**config.mk**
```make
export PLATFORM = sky130hd
export DESIGN_NAME = cnnout_ctrl
export DESIGN_NICKNAME = d
export VERILOG_FILES = /design/src/rtl/cnnout_ctrl.sv
export SDC_FILE = /design/constraint.sdc
export NUM_CORES = 1
export LEC_CHECK = 0
export ABC_AREA = 0
export CORE_UTILIZATION = 40
export CTS_CLUSTER_SIZE = 14
export DETAILED_ROUTE_END_ITERATION = 7
export GPL_TIMING_DRIVEN = 0
export PLACE_DENSITY = 0.61
export SLEW_MARGIN = 20
export SYNTH_ARGS = -nofsm -noshare
export SYNTH_HDL_FRONTEND = slang
export SYNTH_SLANG_ARGS = --single-unit
```
**constraint.sdc**
```tcl
create_clock -name clk -period 3.25 [get_ports clk]
set_clock_uncertainty 0.2 [all_clocks]
set_input_delay 0.65 -clock clk [delete_from_list [all_inputs] [get_ports clk]]
set_output_delay 0.65 -clock clk [all_outputs]
set_load 0.1 [all_outputs]
```
**src/rtl/cnnout_ctrl.sv**
```systemverilog
// cnnout_ctrl: write/read sequencer for the multi-channel CNN output buffer bank
module cnnout_ctrl #(
  parameter int NCH = 8,
  parameter int ADDR_W = 11,
  parameter int RD_LAT = 1
) (
  input  logic              clk,
  input  logic              global_rst,
  input  logic              start,
  input  logic [ADDR_W-1:0] frame_len,
  input  logic              in_valid,
  input  logic              out_ready,
  output logic              write_start,
  output logic              write_valid,
  output logic [ADDR_W-1:0] writeaddr1,
  output logic              end_write,
  output logic              read_start,
  output logic [5:0]        i,
  output logic [ADDR_W-1:0] readaddrram,
  output logic              out_valid,
  output logic              out_last,
  output logic              busy,
  output logic              done
);
  typedef enum logic [2:0] {IDLE, WRITE, RD_ISSUE, RD_WAIT, RD_OUT, DONE} state_t;
  state_t state, state_n;
  logic [ADDR_W-1:0] len, len_m1, wcnt, wnext, raddr;
  logic [5:0] ch;
  logic [1:0] lat;
  logic rd, is_last;
  assign wnext = wcnt + 1'b1;
  assign len_m1 = len - 1'b1;
  assign rd = state inside {RD_ISSUE, RD_WAIT, RD_OUT};
  assign is_last = ch == 6'(NCH - 1) && raddr == len_m1;
  assign i = rd ? ch : '0;
  assign readaddrram = rd ? raddr : '0;
  assign writeaddr1 = state == WRITE ? wnext : '0;
  assign busy = state != IDLE;
  // state register
  always_ff @(posedge clk or posedge global_rst) begin
    if (global_rst) state <= IDLE;
    else state <= state_n;
  end
  // next state and combinational bank strobes
  always_comb begin
    state_n = state;
    write_start = 1'b0;
    write_valid = 1'b0;
    end_write = 1'b0;
    read_start = 1'b0;
    done = 1'b0;
    case (state)
      IDLE: if (start) state_n = frame_len != '0 ? WRITE : DONE;
      WRITE: begin
        write_start = 1'b1;
        write_valid = in_valid;
        end_write = in_valid && wnext == len;
        if (end_write) state_n = RD_ISSUE;
      end
      RD_ISSUE: begin
        read_start = 1'b1;
        state_n = RD_LAT == 1 ? RD_OUT : RD_WAIT;
      end
      RD_WAIT: if (lat == '0) state_n = RD_OUT;
      RD_OUT: if (out_ready) state_n = is_last ? DONE : RD_ISSUE;
      DONE: begin
        done = 1'b1;
        state_n = IDLE;
      end
      default: state_n = IDLE;
    endcase
  end
  // frame length, write/read counters, latency wait and registered output tags
  always_ff @(posedge clk or posedge global_rst) begin
    if (global_rst) begin
      len <= '0;
      wcnt <= '0;
      raddr <= '0;
      ch <= '0;
      lat <= '0;
      out_valid <= 1'b0;
      out_last <= 1'b0;
    end else begin
      if (state == IDLE && start) begin
        len <= frame_len;
        wcnt <= '0;
      end
      if (state == WRITE && in_valid) wcnt <= wnext;
      if (end_write) begin
        ch <= '0;
        raddr <= '0;
      end
      if (state == RD_ISSUE) lat <= 2'(RD_LAT > 1 ? RD_LAT - 2 : 0);
      if (state == RD_WAIT && lat != '0) lat <= lat - 1'b1;
      if (state == RD_OUT && out_ready && !is_last) begin
        raddr <= raddr == len_m1 ? '0 : raddr + 1'b1;
        if (raddr == len_m1) ch <= ch + 1'b1;
      end
      out_valid <= state_n == RD_OUT;
      out_last <= state_n == RD_OUT && is_last;
    end
  end
endmodule
```
## After elaboration in Yosys (flattened, before gate mapping)

Cells that the tools add are included.
Widths: inputs -> output; s select.

| operators by class | value |
|---|---|
| add/subtract/negate cells | 5 |
| equal/unequal tests | 9 |
| multiplexer cells | 25 |
| reductions and logical operators | 18 |

Operators by type and width:

| kind | count |
|---|---|
| $mux 11 | 7 |
| $mux 6 | 4 |
| $add 11x1->11 const B | 2 |
| $eq 11x11->1 | 2 |
| $mux 3 | 6 |
| $pmux 3 s5 | 1 |
| $reduce_bool 11->1 | 1 |
| $sub 11x1->11 const B | 1 |
| $eq 3x3->1 const B | 3 |
| $logic_and 1x1->1 | 8 |
| $reduce_bool 2->1 | 4 |
| $add 6x1->6 const B | 1 |
| $eq 3x2->1 const B | 2 |
| $eq 6x3->1 const B | 1 |
| $reduce_bool 3->1 | 2 |
| $mux 1 | 5 |
| $mux 2 | 2 |
| $eq 3x1->1 const B | 1 |
| $logic_not 3->1 | 1 |
| $logic_not 2->1 | 1 |
| $sub 2x1->2 const B | 1 |
| $logic_not 1->1 | 1 |

| word-level totals | value |
|---|---|
| bits in registers | 46 |
| input port bits | 16 |
| output and inout bits | 36 |
| logic and storage cells | 65 |

## Logic depth before layout (Yosys ltp)

| depth | value |
|---|---|
| depth after elaboration | 8 |
| mapped depth | 11 |
| depth with buffers taken out | 9 |

## Worst setup path after synthesis

Ideal clock, no wire load.

| timing path | value |
|---|---|
| kind | register to output |
| start point | register wcnt[0] |
| end point | output end_write |
| arrival | 2.759 ns |
| required time | 2.400 ns |
| path slack | -0.359 ns |
| stages on the path, launching flop included | 10 |
| path buffers | 2 |
| cell sequence | dfrtp_1 ha_1 clkbuf_1 nand2_1 nor3_1 xnor3_1 nand4_1 or4_1 clkbuf_2 inv_1 |

| on the way | value |
|---|---|
| cells in the longest elaborated chain, start to end | 4 |

Ends and longest elaborated chain:

| what | RTL line | text |
|---|---|---|
| from (decl) | 27 | `logic [ADDR_W-1:0] len, len_m1, wcnt, wnext, raddr;` |
| from (signal assigned) | 88 | `if (state == WRITE && in_valid) wcnt <= wnext;` |
| $add 11x1->11 | 31 | `assign wnext = wcnt + 1'b1;` |
| $eq 11x11->1 | 57 | `end_write = in_valid && wnext == len;` |
| $logic_and 1x1->1 | 57 |  |
| $mux 1 | 52 | `case (state)` |
| to (decl) | 16 | `output logic end_write,` |

Every way passes these cells.

## Worst setup path in the final report

| timing path | value |
|---|---|
| start point | register wcnt[1] |
| end point | output end_write |

The elaborated chain is that of the path after synthesis.

==> flow_metrics.py <==
metrics = {
    "timing": {
        "rsz0062_at_grt": "yes",
        "fmax_mhz": 294,
        "fin_crit_ps": 3400,
        "maxSlewHeadroom": 0.344,
        "fin_ws_ps": -153,
        "finalSetupViolations": 1,
        "hold_viol_final": 0,
        "drv_slew": 0,
        "period_share": 1.05,
        "tightest_slew_ps": 982,
    },
    "critical_path": {
        "max_stage_delay_ps": 570,
        "crit_type": "reg -> out",
        "crit_required_ps": 2400,
        "reg2reg_setup_slack_ps": 370,
        "start_kind": "flop",
        "cp_cell_sequence": "ha_4 > a21bo_2 > mux2_2 > mux2i_1 > nand4_1 > or4_4 > clkinvlp_4 > buf_12",
        "worstPathMaxFanout": 7,
        "cp.arrival_ps": 2550,
        "rr_worst_depth": 9,
        "critPathTopFamily": "simple AND/OR/NAND/NOR gates",
        "critPathBufInv": 2,
        "reg2reg_to": "ch[3]",
        "cp-end-kind": "primary output",
        "timing.rr.start": "len[0]",
        "slowest_stage": "or4_4",
    },
    "yosys": {
        "async_flop_share": 1.00,
        "synth.distinct_cells": 53,
        "synth_cells": 367,
        "synth_flop_cell": "dfrtp_1",
        "synth-edff-count": 0,
        "synth-seq-cells": 46,
        "synth_area_mm2": 0.00314,
        "ys_warn_count": 0,
        "synth.avg_cell_area_um2": 8.55,
        "ys_seq_area_frac": 0.367,
        "syn_nets": 388,
    },
    "final_layout": {
        "multi_input_area_mm2": 0.00195,
        "antenna_cells": 0,
        "syn_to_final_growth_pct": 29.8,
        "fillers": 682,
        "regArea_mm2": 0.00115,
        "utilization": 0.549,
        "layout-drive-gt1-share": 0.252,
        "fin_cells": 532,
        "final_nets": 453,
    },
    "global_route": {
        "antenna_found_initial": 0,
        "grt_max_degree": 32,
        "grt.total_usage": 0.193,
        "grt_pass1_wl_um": 12800,
        "grt_pass1_vias": 2613,
        "grt.overflow.total": 0,
    },
    "floorplan": {
        "top_level_ports": 52,
        "fp.dieArea_mm2": 0.00820,
        "rows": 31,
        "core_area_mm2": 0.00741,
        "die_w_um": 90.6,
        "die_h_um": 90.6,
        "start_util": 0.423,
    },
    "placement": {
        "dp_slack_ps": -1420,
        "dp_hpwl_um": 5590,
        "place.gp.congestion": 0.789,
        "dp_cells": 518,
        "io_buffers": 51,
    },
    "min_path": {
        "hold_path_end": "lat[1]",
        "min_from": "lat[1]",
        "hold_depth": 2,
        "min_path_type": "reg -> reg",
    },
    "power_and_ir_drop": {
        "peakVddDrop_mv": 0.278,
        "cellLeakagePower_nw": 1.75,
        "fin_total_pwr_mw": 2.93,
        "power.density_mw_per_mm2": 720,
    },
    "drt": {
        "final_antenna_net_count": 0,
        "vias": 2793,
        "drc": 0,
        "viasPerCell": 5.25,
        "wl_per_cell_um": 14.2,
        "drt_pass1_iterations": 4,
        "wl_um": 7570,
        "drtIter0Drc": 72,
    },
    "clock_tree": {
        "htreeDepth": 2,
        "cts.sinks": 46,
        "clockBufferDepth": 2,
        "insertion_delay_ps": 300,
        "clk_root_buffer_cell": "clkbuf_8",
        "cts_made_buffers": 5,
        "clkTransAtPathRegs_ps": 90,
        "cts_tree": "built",
    },
    "run_status": {
        "status": "complete, but fails checks",
        "violations": "setup timing",
    },
    "job": {
        "cap_violations": 0,
    },
}
-- cells in the mapped netlist, drive strengths merged, types with 4 or more instances --
| master | n | share of area |
|---|---|---|
| xnor3 | 5 | 0.036 |
| nor2b | 8 | 0.016 |
| buf | 5 | 0.011 |
| ha | 5 | 0.020 |
| nand2 | 32 | 0.038 |
| nor4 | 7 | 0.021 |
| mux2 | 10 | 0.036 |
| clkbuf | 14 | 0.018 |
| o31ai | 6 | 0.019 |
| or3 | 5 | 0.012 |
| and2 | 4 | 0.0080 |
| nand4 | 6 | 0.012 |
| nor2 | 49 | 0.059 |
| o21ai | 44 | 0.071 |
| dfrtp | 46 | 0.37 |
| inv | 22 | 0.026 |
| nor3 | 10 | 0.016 |
| xor2 | 13 | 0.036 |
| a21oi | 4 | 0.0064 |
| xnor2 | 15 | 0.042 |
| nand3 | 16 | 0.027 |
| and3 | 7 | 0.014 |
-- worst max path at each step --
stage,startpoint,endpoint,slack (ps),cells past startpoint
after floorplan,wcnt[0],end_write,-110,9
after global placement,wcnt[0],end_write,-1330,10
after detailed placement,wcnt[0],end_write,-1420,10
after CTS,wcnt[1],end_write,-220,9
after global routing,wcnt[1],end_write,-240,8
final,wcnt[1],end_write,-150,8
-- cell families (layout without fill, tap and decap cells) --
logic type / Yosys count / after routing / share of synthesized area
flops: 46 / 46 / 0.367
xor+xnor: 33 / 33 / 0.114
simple gates: 156 / 156 / 0.254
fa+ha+maj: 5 / 5 / 0.0199
buf+inv: 42 / 108 / 0.0558
mux: 13 / 13 / 0.0455
compound gates: 72 / 72 / 0.144
-- cell usage in the layout, fill, tap and decap left out, drive strengths merged, types with 3 or more instances in the layout --
cell	instances
a21oi	4
and2	4
and3	7
buf	18
clkbuf	31
clkdlybuf4s15	13
clkdlybuf4s50	20
dfrtp	46
ha	5
inv	21
mux2	10
mux2i	3
nand2	32
nand3	16
nand3b	3
nand4	6
nor2	49
nor2b	8
nor3	10
nor4	7
o21ai	44
o311ai	3
o31ai	6
or3	5
xnor2	15
xnor3	5
xor2	13
-- repair_timing --
item | in CTS | in global routing
pin swaps | 6 | 5
hold buffers | 0 | 0
resized for setup | 85 | 45
endpoints found under the setup margin | 40 | 45
setup buffers | 3 | 7
-- flip-flops by register name, summed over array words and instances (netlist names) --
register and cells:
raddr 11, out_last 1, ch 6, wcnt 11, out_valid 1, lat 2
len 11, state 3
-- stage by stage --
step | TNS, ps | instance area (µm²) | hold WS, ps
2_1_floorplan | -425 | 3170 | 248
6_report | -153 | 4070 | 289
4_1_cts | -217 | 4030 | 294
3_5_place_dp | -10180 | 3830 | 272
3_3_place_gp | -8340 | 3810 | 273
5_1_grt | -255 | 4070 | 339
-- layout make-up --
class / instances / area share
well taps: 99 / 0.0304
repair buffers: 62 / 0.138
flip-flops and latches: 46 / 0.284
clock buffers: 7 / 0.0188
inverters: 23 / 0.0221
multi-input cells: 279 / 0.480
plain buffers: 15 / 0.0197
clock inverters: 1 / 0.00738
-- worst register-to-register path: stages, from the launching register on --
cell      delay [ps]
dfrtp_1          480
inv_1            110
ha_1             270
nor3b_2          280
and3_1           210
a211oi_1          80
o31ai_2          350
nand3_2          210
or3_4            440
o31ai_2          180
-- where the power goes --
part           internal [mW]  switching, mW  leakage, nW
logic                  0.616          0.968         1.15
clock network          0.231          0.202       0.0524
registers              0.698          0.215        0.551
total                   1.54           1.39         1.75
-- metal layers --
layer	vias to the layer above	GRT usage	wire, µm
met5	-	0	0
met4	0	0.0632	140
met3	11	0.0345	276
met2	57	0.321	3620
met1	1318	0.252	3530
li1	1407	-	-
Note: power is estimated with default switching activity, not from simulation.
